`src/rtl/disp_page_sched.sv`:
```
`default_nettype none
// ============================================================================
// Module      : disp_page_sched
// Description : Lets four 16-bit hex pages share one 4-digit 7-segment
//               display. The pages rotate on a dwell timer. An update tick
//               on a page shows that page and holds it for a longer time.
//               A pause level freezes the display on the current page, and
//               a manual tick steps to the next page.
// Revision    : 1.0 - initial release
// ============================================================================
module disp_page_sched #(
    parameter int DWELL = 100_000_000,
    parameter int HOLD  = 200_000_000,
    parameter int TW    = 28
) (
    input  logic        clk,
    input  logic        reset,
    input  logic [15:0] page0,
    input  logic [15:0] page1,
    input  logic [15:0] page2,
    input  logic [15:0] page3,
    input  logic [3:0]  upd,
    input  logic        pause,
    input  logic        next_tick,
    output logic [3:0]  hex3,
    output logic [3:0]  hex2,
    output logic [3:0]  hex1,
    output logic [3:0]  hex0,
    output logic [3:0]  dp_out,
    output logic [1:0]  sel,
    output logic        holding
);

    // Last timer count before a dwell or hold interval expires
    localparam logic [TW-1:0] c_dwell_last = TW'(DWELL - 1);
    localparam logic [TW-1:0] c_hold_last  = TW'(HOLD - 1);

    typedef enum logic [1:0] {
        ST_ROTATE = 2'd0,
        ST_HOLD   = 2'd1,
        ST_PAUSED = 2'd2
    } state_t;

    state_t          r_state;
    state_t          w_state_nxt;
    logic [1:0]      r_sel;
    logic [1:0]      w_sel_nxt;
    logic [TW-1:0]   r_timer;
    logic [TW-1:0]   w_timer_nxt;
    logic            r_holding;
    logic [1:0]      w_first_upd;
    logic [15:0]     w_page;

    // Lowest-index pending update wins when several pages tick together
    always_comb begin
        w_first_upd = 2'd0;
        if (upd[0])      w_first_upd = 2'd0;
        else if (upd[1]) w_first_upd = 2'd1;
        else if (upd[2]) w_first_upd = 2'd2;
        else if (upd[3]) w_first_upd = 2'd3;
    end

    // Next-state logic. The priority is pause, then update, then manual step, then timer.
    always_comb begin
        w_state_nxt = r_state;
        w_sel_nxt   = r_sel;
        w_timer_nxt = r_timer;
        case (r_state)
            ST_ROTATE: begin
                if (pause) begin
                    w_state_nxt = ST_PAUSED;
                    w_timer_nxt = '0;
                end else if (|upd) begin
                    w_state_nxt = ST_HOLD;
                    w_sel_nxt   = w_first_upd;
                    w_timer_nxt = '0;
                end else if (next_tick || (r_timer == c_dwell_last)) begin
                    w_sel_nxt   = r_sel + 2'd1;
                    w_timer_nxt = '0;
                end else begin
                    w_timer_nxt = r_timer + TW'(1);
                end
            end
            ST_HOLD: begin
                if (pause) begin
                    w_state_nxt = ST_PAUSED;
                    w_timer_nxt = '0;
                end else if (|upd) begin
                    // A repeat tick on the same page restarts the hold interval
                    w_sel_nxt   = w_first_upd;
                    w_timer_nxt = '0;
                end else if (next_tick) begin
                    w_state_nxt = ST_ROTATE;
                    w_sel_nxt   = r_sel + 2'd1;
                    w_timer_nxt = '0;
                end else if (r_timer == c_hold_last) begin
                    w_state_nxt = ST_ROTATE;
                    w_timer_nxt = '0;
                end else begin
                    w_timer_nxt = r_timer + TW'(1);
                end
            end
            ST_PAUSED: begin
                // Updates are dropped here. A manual step still applies on the release cycle.
                w_timer_nxt = '0;
                if (next_tick) w_sel_nxt = r_sel + 2'd1;
                if (!pause)    w_state_nxt = ST_ROTATE;
            end
            default: begin
                w_state_nxt = ST_ROTATE;
                w_timer_nxt = '0;
            end
        endcase
    end

    // State, page select, timer and hold flag registers
    always_ff @(posedge clk) begin
        if (reset) begin
            r_state   <= ST_ROTATE;
            r_sel     <= 2'd0;
            r_timer   <= '0;
            r_holding <= 1'b0;
        end else begin
            r_state   <= w_state_nxt;
            r_sel     <= w_sel_nxt;
            r_timer   <= w_timer_nxt;
            r_holding <= (w_state_nxt == ST_HOLD);
        end
    end

    // Page data goes straight through, so a value change shows up in the same cycle
    always_comb begin
        w_page = page0;
        case (r_sel)
            2'd0: w_page = page0;
            2'd1: w_page = page1;
            2'd2: w_page = page2;
            2'd3: w_page = page3;
            default: w_page = page0;
        endcase
    end

    assign hex3    = w_page[15:12];
    assign hex2    = w_page[11:8];
    assign hex1    = w_page[7:4];
    assign hex0    = w_page[3:0];
    assign dp_out  = 4'b0001 << r_sel;
    assign sel     = r_sel;
    assign holding = r_holding;

endmodule
`default_nettype wire

```
`config.mk`:
```
export PLATFORM = sky130hd
export DESIGN_NAME = disp_page_sched
export DESIGN_NICKNAME = d
export VERILOG_FILES = /design/src/rtl/disp_page_sched.sv
export SDC_FILE = /design/constraint.sdc
export NUM_CORES = 1
export LEC_CHECK = 0
export CAP_MARGIN = 5
export CORE_MARGIN = 2
export CORE_UTILIZATION = 30
export DETAILED_ROUTE_END_ITERATION = 8
export GPL_ROUTABILITY_DRIVEN = 0
export SYNTH_ARGS = -nofsm -noshare
export SYNTH_HDL_FRONTEND = slang
export SYNTH_SLANG_ARGS = --single-unit
```
`constraint.sdc`:
```
create_clock -name clk -period 4 [get_ports clk]
set_clock_uncertainty 0.05 [all_clocks]
set_input_delay 0.8 -clock clk [delete_from_list [all_inputs] [get_ports clk]]
set_output_delay 0.8 -clock clk [all_outputs]
set_load 0.02 [all_outputs]
```
# Word-level counts from Yosys, hierarchy flattened
# Index checks and enable logic that the tools add are counted.
[word_totals] input_bits=72 mem_bits_ro=0 mem_bits_rw=0 out_inout_bits=23 latchBits=0 n_memories=0 regBits=33
[op_classes] multipliers=0 eq_ne=11 n_div=0 n_mux=28 n_reduce_logical=6 addsub=2 bitwise_logic=0 shifts=1 order_cmp=0
[op_table] op="28-bit 2-to-1 mux" count=7
[op_table] op="16-bit one-hot mux with 4 select lines" count=1
[op_table] op="28-bit one-hot mux with 2 select lines" count=1
[op_table] op="2-bit 2-to-1 mux" count=17
[op_table] op="28-bit by 1-bit adder with 28-bit output (second input constant)" count=1
[op_table] op="28-bit by 27-bit equality test with 1-bit output (second input constant)" count=1
[op_table] op="28-bit equality test (second input constant)" count=1
[op_table] op="2-bit one-hot mux with 3 select lines" count=2
[op_table] op="2-bit by 1-bit equality test with 1-bit output (second input constant)" count=3
[op_table] op="2-bit equality test (second input constant)" count=3
[op_table] op="2-bit logical NOT" count=2
[op_table] op="2-bit != test (second input constant)" count=2
[op_table] op="4-bit AND reduction" count=1
[op_table] op="4-bit OR reduction" count=1
[op_table] op="1-bit by 2-bit left shift with 4-bit output (first input constant)" count=1
[op_table] op="3-bit != test (second input constant)" count=1
[op_table] op="3-bit nonzero test" count=1
[op_table] op="2-bit by 1-bit adder with 2-bit output (second input constant)" count=1
[op_table] op="1-bit logical OR" count=1

# Depth between registers and ports, before layout
[depth] depth_word=7 ltp_mapped=7 depth_no_buf=7

# Worst setup path after synthesis
# OpenSTA, ideal clock, no wires.
[synth_timing] path_kind="register -> output" from="register r_sel[0], in the netlist sel[0]" to="output port hex0[1]" path_buffers=2 stages_incl_launch_ff=6 slack_ns=1.021 arrival_ns=2.129 cell_sequence="dfxtp_1 inv_1 ha_1 clkbuf_1 buf_1 mux2i_1"
[synth_via] elab_chain_cells=2 word_cells_on_any_way=5 classes_between="eq/ne (3); mux (1); reduce/logical (1)"
[synth_rtl] item="start, declared" line_no="46" source="logic [1:0] r_sel;"
[synth_rtl] item="start signal, assigned" line_no="125" source="r_sel <= w_sel_nxt;"
[synth_rtl] item="2-bit equality test, or another cell as far along" line_no="134" source="case (r_sel)"
[synth_rtl] item="16-bit one-hot mux with 4 select lines *" line_no="134"
[synth_rtl] item="end, declared" line_no="28" source="output logic [3:0] hex0,"
# Mark *: on every way between the ends. The rest lies on a longest branch, timed or not.

# Worst setup path in the final report
[layout_timing] from="register r_sel[0], in the netlist sel[0]" to="output port hex1[2]"
[layout_via] elab_chain_cells=2 word_cells_on_any_way=5 classes_between="eq/ne (3); mux (1); reduce/logical (1)"
[layout_rtl] item="2-bit equality test, or another cell as far along" line_no="134"
[layout_rtl] item="16-bit one-hot mux with 4 select lines *" line_no="134"
[layout_rtl] item="end, declared" line_no="27" source="output logic [3:0] hex1,"
# Marked as above.

==> results.cfg <==
[final_layout]
layout.nets = 442
final_core_utilization_pct = 46.3
final_cells = 460
diodes = 0
fillers = 756
drive_gt1_share_pct = 8.31
area_delta_synth_final_pct = 47.9

[synth]
synth_flop_cell = dfxtp_1
synthArstFlopShare_pct = 0
synthCells = 268
syn_area_per_cell_um2 = 8.51
synth.most_common_cell = dfxtp_1
yosys_warnings = 0
synth_edf_count = 0
syn_nets = 350
ys_seq_area_share_pct = 29.0
ys_ff_latch = 33
yosysUniqueCellTypes = 39
synth_top_area_share_pct = 29.0
synth_area_leaders = dfxtp_1 (29%), a222oi_1 (7.0%), mux2i_1 (7.0%)
synth_area_leader_cell = dfxtp_1
synthTopCellsByCount = dfxtp_1 (33), inv_1 (29), nor2_2 (20)
syn_area_um2 = 2280

[clock_tree]
path_clk_slew_ns = 0.07
cts_root_buf = clkbuf_8
clock_sinks = 33
cts_made_buffers = 5
hold_buffers = 0
cts_setup_buffers = 0
cts_tree = done
cts_resized = 0
clk_path_buf_depth = 2
cts_htree_levels = 2
clkLatencyLatePin_ns = 0.28

[sta]
finalMaxSlewViolations = 0
slew_headroom_pct = 35.4
hold_viol = 0
setup-tns-final_ns = 0
fin_crit_ns = 3.30
grt_setup_unrepaired = false
max_freq_ghz = 0.303
timing.final.crit_share_pct = 82.4
worstMarginPinSlew_ns = 0.965
finalSetupViolations = 0

[floorplanning]
coreArea_um2 = 7290
die_w_um = 91.2
start_util_pct = 31.3
die_h_um = 91.2
ios = 95
design.die.area_um2 = 8320
rows = 31

[critical_path]
critPathBufInv = 2
critPathCaptureType = primary output
cp.arrival_ns = 2.45
crit_chain = inv_1 -> ha_1 -> a222oi_1 -> mux2i_1 -> clkdlybuf4s50_1
cpPeakStageDelay_ns = 0.65
slowest_stage = clkdlybuf4s50_1
cpLargestDelayFamily = buffers and inverters
path_class = flip-flop to primary output
cp_max_fo = 17
r2r_slack_ns = 1.47
start_kind = flip-flop
critPathRequiredTime_ns = 3.15

[routing]
drtIter0Drc = 108
drt-wirelength-per-cell_um = 15.2
wl_um = 6990
drc = 0
ant_nets = 0
vias_per_cell = 5.12
first_pass_iters = 5
num_vias = 2357

[global_routing]
grt_overflow = 0
grt_usage_pct = 16.6
grt_pass1_wl_um = 11300
grt_max_degree = 29
grt_pass1_vias = 2261
antenna_found_initial = 0

[job]
cap_violations = 0

[placed_design]
dp.final_hpwl_um = 5360
dp.cells = 452
portBuffers = 94

[pwr]
power_density_nw_per_um2 = 279
leakagePower_nw = 1.20
ir_drop_mv = 0.284

[hold_path]
hp-class = flip-flop to flip-flop

[status]
status = completed
==> metal layers <==
| layer | GRT usage (%) | vias up | share of wire, % |
|---|---|---|---|
| met2 | 28.5 | 99 | 47 |
| li1 | - | 1161 | - |
| met4 | 2.90 | 0 | 0.70 |
| met1 | 21.3 | 1089 | 45 |
| met3 | 3.90 | 8 | 7.6 |
| met5 | 0 | - | 0 |
==> cells in the final DEF (no fill, tap or decap), drive strengths merged, types with 2 or more instances in the layout <==
master	n
a222oi	16
nand3	11
nor4	10
o21ai	9
xor2	11
mux2i	16
o31ai	2
a21oi	9
dfxtp	33
clkdlybuf4s50	94
nor2	36
inv	29
or4	2
nand4	9
nor3	8
nand2b	3
clkbuf	8
and3	3
nand2	7
and4	5
xnor2	16
ha	10
o211ai	2
==> flip-flops by register name (all words and copies together) (netlist names) <==
name,cells
r_state,2
sel,2
r_timer,28
holding,1
==> report_power, final <==
| group | internal, mW | leakage, nW | switching (mW) |
|---|---|---|---|
| Combinational | 0.192 | 0.893 | 0.168 |
| Sequential | 0.334 | 0.267 | 0.00679 |
| Clock | 0.124 | 0.0395 | 0.117 |
==> worst paths after layout <==
| check | start | to | cells past startpoint |
|---|---|---|---|
| hold / removal | r_timer[0] | r_timer[0] | 1 |
| setup reg to reg | r_timer[8] | r_timer[7] | 5 |
| setup / recovery | sel[0] | hex1[2] | 5 |
| hold reg to reg | r_timer[0] | r_timer[0] | 1 |
==> stage by stage <==
stage | total power [mW] | setup slack (ns) | instance area, um2 | hold WS (ns)
6_report | 0.942 | 0.704 | 3370 | 0.420
3_5_place_dp | 0.709 | 0.894 | 3290 | 0.407
5_1_grt | 0.988 | 0.559 | 3370 | 0.455
4_1_cts | 0.950 | 0.676 | 3370 | 0.425
2_1_floorplan | 0.529 | 1.02 | 2280 | 0.385
3_3_place_gp | 0.705 | 0.889 | 3290 | 0.404
==> final cells by class <==
class,count,area (um2),area share (%)
Sequential cell,33,661,19.6
Inverter,29,109,3.23
Tap cell,99,124,3.67
Timing Repair Buffer,95,948,28.1
Clock buffer,8,80.1,2.37
Multi-Input combinational cell,196,1450,43.0
==> kinds of logic (layout without fill, tap and decap cells) <==
kind of cell / after synthesis / after routing / synth area share (%)
AND/OR/NAND/NOR: 101 / 101 / 26.4
AO/OA/AOI/OAI: 42 / 42 / 14.4
buffers and inverters: 39 / 132 / 7.40
flip-flops: 33 / 33 / 29.0
XOR/XNOR: 27 / 27 / 10.4
multiplexers: 16 / 16 / 7.02
adder cells (fa/ha/maj): 10 / 10 / 5.49
(Power assumes the default switching activity.)
